--- src/rtl/mem_bist_pkg.sv ---
// Shared definitions for the memory BIST controller: FSM states, pattern modes
// and the data pattern generator used by both the controller and its bench.
package mem_bist_pkg;

  typedef enum logic [2:0] {
    IDLE  = 3'd0,
    WRITE = 3'd1,
    READ  = 3'd2,
    DRAIN = 3'd3,
    DONE  = 3'd4
  } bist_state_t;

  typedef enum logic [1:0] {
    MODE_INCR     = 2'd0,
    MODE_BYTE_REP = 2'd1,
    MODE_INV      = 2'd2
  } bist_mode_t;

  // Patterns are generated at this width and truncated by the caller, so any
  // DATA_W up to PAT_W shares one definition.
  localparam int PAT_W = 256;
  localparam int IDX_W = 32;

  function automatic logic [PAT_W-1:0] bist_pattern(input logic [1:0]       mode,
                                                    input logic [PAT_W-1:0] seed,
                                                    input logic [IDX_W-1:0] idx);
    logic [PAT_W-1:0] sum;
    logic [7:0]       byte_val;
    sum      = seed + PAT_W'(idx);
    byte_val = seed[7:0] + idx[7:0];
    case (mode)
      MODE_BYTE_REP: bist_pattern = {(PAT_W/8){byte_val}};
      MODE_INV:      bist_pattern = ~sum;
      default:       bist_pattern = sum;  // mode 3 behaves as incrementing
    endcase
  endfunction

endpackage

--- src/rtl/mem_bist_rd_pipe.sv ---
// Delay line carrying {valid, index, expected word} alongside an outstanding
// memory read so the compare lines up with the returning read data.
module mem_bist_rd_pipe #(
  parameter int LATENCY = 1,
  parameter int IDX_W   = 10,
  parameter int DATA_W  = 32
) (
  input  logic              clk_i,
  input  logic              rst_i,
  input  logic              in_valid,
  input  logic [IDX_W-1:0]  in_idx,
  input  logic [DATA_W-1:0] in_exp,
  output logic              out_valid,
  output logic [IDX_W-1:0]  out_idx,
  output logic [DATA_W-1:0] out_exp
);

  genvar gi;
  generate
    for (gi = 0; gi < LATENCY; gi++) begin : g_stage
      logic              valid_reg;
      logic [IDX_W-1:0]  idx_reg;
      logic [DATA_W-1:0] exp_reg;
      logic              valid_prev;
      logic [IDX_W-1:0]  idx_prev;
      logic [DATA_W-1:0] exp_prev;

      if (gi == 0) begin : g_head
        assign valid_prev = in_valid;
        assign idx_prev   = in_idx;
        assign exp_prev   = in_exp;
      end else begin : g_link
        assign valid_prev = g_stage[gi-1].valid_reg;
        assign idx_prev   = g_stage[gi-1].idx_reg;
        assign exp_prev   = g_stage[gi-1].exp_reg;
      end

      always_ff @(posedge clk_i or posedge rst_i) begin
        if (rst_i) begin
          valid_reg <= 1'b0;
          idx_reg   <= '0;
          exp_reg   <= '0;
        end else begin
          valid_reg <= valid_prev;
          idx_reg   <= idx_prev;
          exp_reg   <= exp_prev;
        end
      end
    end
  endgenerate

  assign out_valid = g_stage[LATENCY-1].valid_reg;
  assign out_idx   = g_stage[LATENCY-1].idx_reg;
  assign out_exp   = g_stage[LATENCY-1].exp_reg;

endmodule

--- src/rtl/mem_bist_ctrl.sv ---
// Memory BIST controller: writes a seeded pattern over DEPTH words, reads it
// back, and reports mismatch count plus the first failing address/data.
module mem_bist_ctrl
  import mem_bist_pkg::*;
#(
  parameter int ADDR_W     = 10,
  parameter int DATA_W     = 32,
  parameter int DEPTH      = 600,
  parameter int RD_LATENCY = 1,
  parameter int ERR_CNT_W  = 16
) (
  input  logic                 clk_i,
  input  logic                 rst_i,
  input  logic                 start_i,
  input  logic [1:0]           mode_i,
  input  logic [DATA_W-1:0]    seed_i,
  output logic [ADDR_W-1:0]    mem_addr_o,
  output logic                 mem_we_o,
  output logic [DATA_W/8-1:0]  mem_be_o,
  output logic [DATA_W-1:0]    mem_wdata_o,
  input  logic [DATA_W-1:0]    mem_rdata_i,
  output logic                 busy_o,
  output logic                 done_o,
  output logic                 pass_o,
  output logic [ERR_CNT_W-1:0] err_cnt_o,
  output logic [ADDR_W-1:0]    err_addr_o,
  output logic [DATA_W-1:0]    err_exp_o,
  output logic [DATA_W-1:0]    err_act_o
);

  // One extra index bit so DEPTH == 2**ADDR_W terminates cleanly.
  localparam int                CNT_W    = ADDR_W + 1;
  localparam int                DRN_W    = 2;
  localparam logic [CNT_W-1:0]  LAST_IDX = CNT_W'(DEPTH - 1);
  localparam logic [DRN_W-1:0]  LAST_DRN = DRN_W'(RD_LATENCY - 1);

  bist_state_t            state_reg;
  logic [CNT_W-1:0]       idx_reg;
  logic [CNT_W-1:0]       idx_next;
  logic [DRN_W-1:0]       drain_reg;
  logic [1:0]             mode_reg;
  logic [DATA_W-1:0]      seed_reg;

  logic [ADDR_W-1:0]      addr_reg;
  logic                   we_reg;
  logic [DATA_W/8-1:0]    be_reg;
  logic [DATA_W-1:0]      wdata_reg;
  logic                   busy_reg;
  logic                   done_reg;
  logic                   pass_reg;

  logic [ERR_CNT_W-1:0]   err_cnt_reg;
  logic [ADDR_W-1:0]      err_addr_reg;
  logic [DATA_W-1:0]      err_exp_reg;
  logic [DATA_W-1:0]      err_act_reg;

  logic                   start_accept;
  logic                   cmp_valid;
  logic [ADDR_W-1:0]      cmp_idx;
  logic [DATA_W-1:0]      cmp_exp;
  logic                   mismatch;

  function automatic logic [DATA_W-1:0] pat(input logic [1:0]        m,
                                            input logic [DATA_W-1:0] s,
                                            input logic [CNT_W-1:0]  i);
    return DATA_W'(bist_pattern(m, PAT_W'(s), IDX_W'(i)));
  endfunction

  assign idx_next     = idx_reg + 1'b1;
  assign start_accept = start_i && ((state_reg == IDLE) || (state_reg == DONE));

  mem_bist_rd_pipe #(
    .LATENCY (RD_LATENCY),
    .IDX_W   (ADDR_W),
    .DATA_W  (DATA_W)
  ) u_rd_pipe (
    .clk_i     (clk_i),
    .rst_i     (rst_i),
    .in_valid  (state_reg == READ),
    .in_idx    (idx_reg[ADDR_W-1:0]),
    .in_exp    (pat(mode_reg, seed_reg, idx_reg)),
    .out_valid (cmp_valid),
    .out_idx   (cmp_idx),
    .out_exp   (cmp_exp)
  );

  assign mismatch = cmp_valid && (mem_rdata_i != cmp_exp);

  // Outputs are registered together with the state so each cycle's memory
  // command matches the state/index the FSM is in during that cycle.
  always_ff @(posedge clk_i or posedge rst_i) begin
    if (rst_i) begin
      state_reg <= IDLE;
      idx_reg   <= '0;
      drain_reg <= '0;
      mode_reg  <= '0;
      seed_reg  <= '0;
      addr_reg  <= '0;
      we_reg    <= 1'b0;
      be_reg    <= '0;
      wdata_reg <= '0;
      busy_reg  <= 1'b0;
      done_reg  <= 1'b0;
      pass_reg  <= 1'b0;
    end else begin
      case (state_reg)
        IDLE, DONE: begin
          if (start_i) begin
            state_reg <= WRITE;
            idx_reg   <= '0;
            mode_reg  <= mode_i;
            seed_reg  <= seed_i;
            addr_reg  <= '0;
            we_reg    <= 1'b1;
            be_reg    <= '1;
            wdata_reg <= pat(mode_i, seed_i, '0);
            busy_reg  <= 1'b1;
            done_reg  <= 1'b0;
            pass_reg  <= 1'b0;
          end
        end
        WRITE: begin
          if (idx_reg == LAST_IDX) begin
            state_reg <= READ;
            idx_reg   <= '0;
            addr_reg  <= '0;
            we_reg    <= 1'b0;
            be_reg    <= '0;
            wdata_reg <= '0;
          end else begin
            idx_reg   <= idx_next;
            addr_reg  <= idx_next[ADDR_W-1:0];
            wdata_reg <= pat(mode_reg, seed_reg, idx_next);
          end
        end
        READ: begin
          if (idx_reg == LAST_IDX) begin
            state_reg <= DRAIN;
            drain_reg <= '0;
            addr_reg  <= '0;
          end else begin
            idx_reg  <= idx_next;
            addr_reg <= idx_next[ADDR_W-1:0];
          end
        end
        DRAIN: begin
          if (drain_reg == LAST_DRN) begin
            state_reg <= DONE;
            busy_reg  <= 1'b0;
            done_reg  <= 1'b1;
            // The final compare lands on this same edge.
            pass_reg  <= (err_cnt_reg == '0) && !mismatch;
          end else begin
            drain_reg <= drain_reg + 1'b1;
          end
        end
        default: state_reg <= IDLE;
      endcase
    end
  end

  always_ff @(posedge clk_i or posedge rst_i) begin
    if (rst_i) begin
      err_cnt_reg  <= '0;
      err_addr_reg <= '0;
      err_exp_reg  <= '0;
      err_act_reg  <= '0;
    end else if (start_accept) begin
      err_cnt_reg  <= '0;
      err_addr_reg <= '0;
      err_exp_reg  <= '0;
      err_act_reg  <= '0;
    end else if (mismatch) begin
      if (err_cnt_reg != '1) err_cnt_reg <= err_cnt_reg + 1'b1;
      // Counter never wraps back to zero, so zero means "first in this run".
      if (err_cnt_reg == '0) begin
        err_addr_reg <= cmp_idx;
        err_exp_reg  <= cmp_exp;
        err_act_reg  <= mem_rdata_i;
      end
    end
  end

  assign mem_addr_o  = addr_reg;
  assign mem_we_o    = we_reg;
  assign mem_be_o    = be_reg;
  assign mem_wdata_o = wdata_reg;
  assign busy_o      = busy_reg;
  assign done_o      = done_reg;
  assign pass_o      = pass_reg;
  assign err_cnt_o   = err_cnt_reg;
  assign err_addr_o  = err_addr_reg;
  assign err_exp_o   = err_exp_reg;
  assign err_act_o   = err_act_reg;

endmodule

--- config.mk ---
export PLATFORM = sky130hd
export DESIGN_NAME = mem_bist_ctrl
export DESIGN_NICKNAME = d
export VERILOG_FILES = /design/src/rtl/mem_bist_pkg.sv /design/src/rtl/mem_bist_rd_pipe.sv /design/src/rtl/mem_bist_ctrl.sv
export SDC_FILE = /design/constraint.sdc
export NUM_CORES = 1
export LEC_CHECK = 0
export CORE_MARGIN = 3
export CORE_UTILIZATION = 47
export CTS_CLUSTER_DIAMETER = 50
export DETAILED_ROUTE_END_ITERATION = 8
export GPL_TIMING_DRIVEN = 0
export PLACE_DENSITY = 0.69
export SLEW_MARGIN = 20
export SYNTH_ARGS = -nofsm -noshare
export SYNTH_HDL_FRONTEND = slang
export SYNTH_HIERARCHICAL = 1
export SYNTH_SLANG_ARGS = --single-unit
export TNS_END_PERCENT = 5
--- constraint.sdc ---
create_clock -name clk_i -period 16.85 [get_ports clk_i]
set_input_delay 3.37 -clock clk_i [delete_from_list [all_inputs] [get_ports clk_i]]
set_output_delay 3.37 -clock clk_i [all_outputs]
set_load 0.02 [all_outputs]
==> impl_metrics.csv <==
group,metric,value,unit
placement,routabilityCongestion,0.944,
placement,place_inst,2026,
sta,slew_violations,0,
final_layout,antenna_cells,0,
power_and_ir_drop,powerDensity,164,nW/um^2
final_layout,layout.nets,1826,
sta,timing.final.ws_setup,11.36,ns
floorplan,core,26400,um^2
logic_synthesis,ys_seq_area_frac,0.447,
setup_path,crit_path_max_fanout,10,
sta,finalSetupViolCount,0,
routing,vias,11900,
sta,fmax,182,MHz
clock_network,cts_tree,"built",
routing,finalWirelength,40200,um
sta,min_period,5.49,ns
clock_network,cts_max_level,1,
sta,fin_tns_setup,0,ns
setup_path,crit_family,"buffers and inverters",
logic_synthesis,synthCells,1481,
setup_path,required,17.25,ns
grt,gr-total-overflow,0,
clock_network,numCtsBuffers,29,
final_layout,nFillCells,2273,
setup_path,path_cells,"clkdlybuf4s50_1 > xor2_1 > nor4_1 > nand4_1 > o21ai_2 > nor2_1 > clkbuf_1 > clkbuf_1 > nand2_1 > a21oi_1",
placement,port_buffers,208,
grt,first_global_vias,11600,
setup_path,crit_path_end_kind,"flip-flop",
routing,postRouteAntennaNets,0,
clock_network,clockBufferDepth,3,
setup_path,crit_path_start_kind,"input pin",
placement,hpwl,30500,um
power_and_ir_drop,power_leakage,7.14,nW
logic_synthesis,synth_area_leaders,"dfrtp_1, nand2_1, a21oi_1",
final_layout,finalNonFillerCells,2076,
floorplan,fp.dieArea,29300,um^2
grt,antenna_found_initial,0,
logic_synthesis,async_reset_ff_frac,1.00,
setup_path,r2r_setup_slack,12.63,ns
grt,grtUsageTotal,0.272,
logic_synthesis,synthesis.area,12800,um^2
logic_synthesis,syn-num-nets,1585,
worst_hold_path,hp-class,"flip-flop to flip-flop",
logic_synthesis,synthFlopType,"dfrtp_1",
final_layout,drive_above_1_share,0.0603,
clock_network,root_buffer,"clkbuf_16",
floorplan,num_rows,59,
setup_path,worst_path_max_delay_cell,"clkdlybuf4s50_1",
floorplan,dieHeight,171,um
sta,rsz0062_at_grt,"no",
logic_synthesis,synth.most_common_cell,"nand2_1",
logic_synthesis,synth_warnings,6,
setup_path,path_buf_inv,3,
grt,grt_pass1_wl,63500,um
grt,grt_max_degree,98,
sta,tightest_slew,0.940,ns
floorplan,num_io_pins,209,
clock_network,clkTransAtPathRegs,0.06,ns
logic_synthesis,synth_top_area_frac,0.447,
clock_network,cts_sinks,229,
floorplan,initial_core_util,0.485,
placement,dp_worst_setup_slack,10.80,ns
run_status,outcome,"finished, final reports clean",
logic_synthesis,synth_area_leader_cell,"dfrtp_1",
routing,drt_iter0_drc,1148,
logic_synthesis,ys_top_cells_by_count,"nand2_1, dfrtp_1, a21oi_1",
worst_hold_path,hp-start,"idx_reg[4]$_DFFE_PP0P_",
routing,drt-vias-per-instance,5.72,
logic_synthesis,syn_avg_cell_area,8.66,um^2
setup_path,worstSetupStartpoint,"mem_rdata_i[14]",
setup_path,worstSetupPathType,"input pin to flip-flop",
final_layout,area_growth,27.7,%
routing,first_pass_iters,6,
routing,wl_per_cell,19.4,um
setup_path,crit-reg2reg-launch,"idx_reg[0]$_DFFE_PP0P_",
job,drv_cap,0,
setup_path,path_common_cell,"clkbuf_1",
sta,clock_skew,0.0182,ns
setup_path,cp_data_arrival_time,5.90,ns
power_and_ir_drop,ir_drop,0.112,mV
sta,finalHoldViolCount,0,
logic_synthesis,yosysUniqueCellTypes,67,
clock_network,cts_resized,0,
worst_hold_path,holdPathEnd,"u_rd_pipe/out_idx[4]$_DFF_PP0_",
logic_synthesis,ys_seq_elements,229,
setup_path,ff2ff_path_depth,14,
sta,fin_crit_sh,0.326,
worst_hold_path,min_path_cells,0,
clock_network,clkLatencyLatePin,0.55,ns
floorplan,die_x,171,um
setup_path,reg2reg_to,"mem_wdata_o[17]$_DFFE_PP0P_",
sta,maxSlewHeadroom,0.373,
routing,drc_errors,0,
clock_network,hold_buffers,0,
clock_network,post_cts_buffers,0,
logic_synthesis,synth_enable_flop_cells,0,
setup_path,slowest_delay,0.47,ns
power_and_ir_drop,power,2.68,mW
[layout make-up]
class                           instances  area (um^2)  share of cell area
Sequential cell                       229         5730               0.350
Timing Repair Buffer                  210         2130               0.130
Inverter                               29          116             0.00711
Clock buffer                           35          798              0.0488
Tap cell                              335          419              0.0256
Buffer                                 94          405              0.0248
Clock inverter                         15          193              0.0118
Multi-Input combinational cell       1129         6580               0.402
[per-layer routing]
| layer | wire length (um) | up-vias | global-route usage |
|---|---|---|---|
| met4 | 1010 | 0 | 0.0724 |
| met3 | 3160 | 70 | 0.0421 |
| met2 | 17900 | 544 | 0.432 |
| met5 | 0 | - | 0 |
| li1 | - | 5635 | - |
| met1 | 18200 | 5632 | 0.391 |
[through the flow]
step	hold WS [ns]	cell area, um^2	utilization
after floorplan	0.378	12800	-
after global placement	0.427	15300	0.580
after detailed placement	0.429	15400	0.582
after CTS	0.440	16400	0.619
after global routing	0.455	16400	0.619
final	0.436	16400	0.619
[where the power goes]
group | switching, mW | internal, mW
combinational | 0.748 | 0.465
clock | 0.247 | 0.386
sequential | 0.136 | 0.696
[cell usage in the layout, fill, tap and decap left out, drive strengths merged, types with 13 or more instances in the layout]
master and count:
a21oi 156, o31ai 13, a31oi 24, o21ai 86
inv 33, clkbuf 99, xor2 53, clkdlybuf4s50 208
a21o 42, buf 32, a211oi 17, mux2i 26
nor4 22, ha 33, nand3 19, xnor2 43
nor2 88, nor3 22, o22ai 17, nand2 343
dfrtp 229
[kinds of logic after synthesis]
group | share of synthesized area
AND/OR/NAND/NOR | 0.196
AO/OA/AOI/OAI | 0.194
flip-flops | 0.447
buffers and inverters | 0.0401
XOR/XNOR | 0.0656
adder cells (fa/ha/maj) | 0.0353
multiplexers | 0.0229
[how the worst max path moves through the flow]
stage / slack [ns] / cells after the start / to
after global routing: 11.16 / 10 / err_act_o[17]$_DFFE_PP0P_
after global placement: 5.80 / 2 / seed_reg[25]$_DFFE_PP0P_
final: 11.36 / 10 / err_act_o[17]$_DFFE_PP0P_
after detailed placement: 10.80 / 10 / err_exp_o[21]$_DFFE_PP0P_
after CTS: 11.34 / 10 / err_act_o[17]$_DFFE_PP0P_
after floorplan: 8.42 / 1 / busy_o$_DFFE_PP0P_
[worst reg2reg max path, delay by kind of cell (launching register included)]
family	cells	cell delay [ns]
AO/OA/AOI/OAI	5	1.18
XOR/XNOR	2	0.65
adder cells (fa/ha/maj)	2	0.54
buffers and inverters	2	0.61
flip-flops	1	0.55
AND/OR/NAND/NOR	3	0.62
Note: power is estimated with default switching activity, not from simulation.
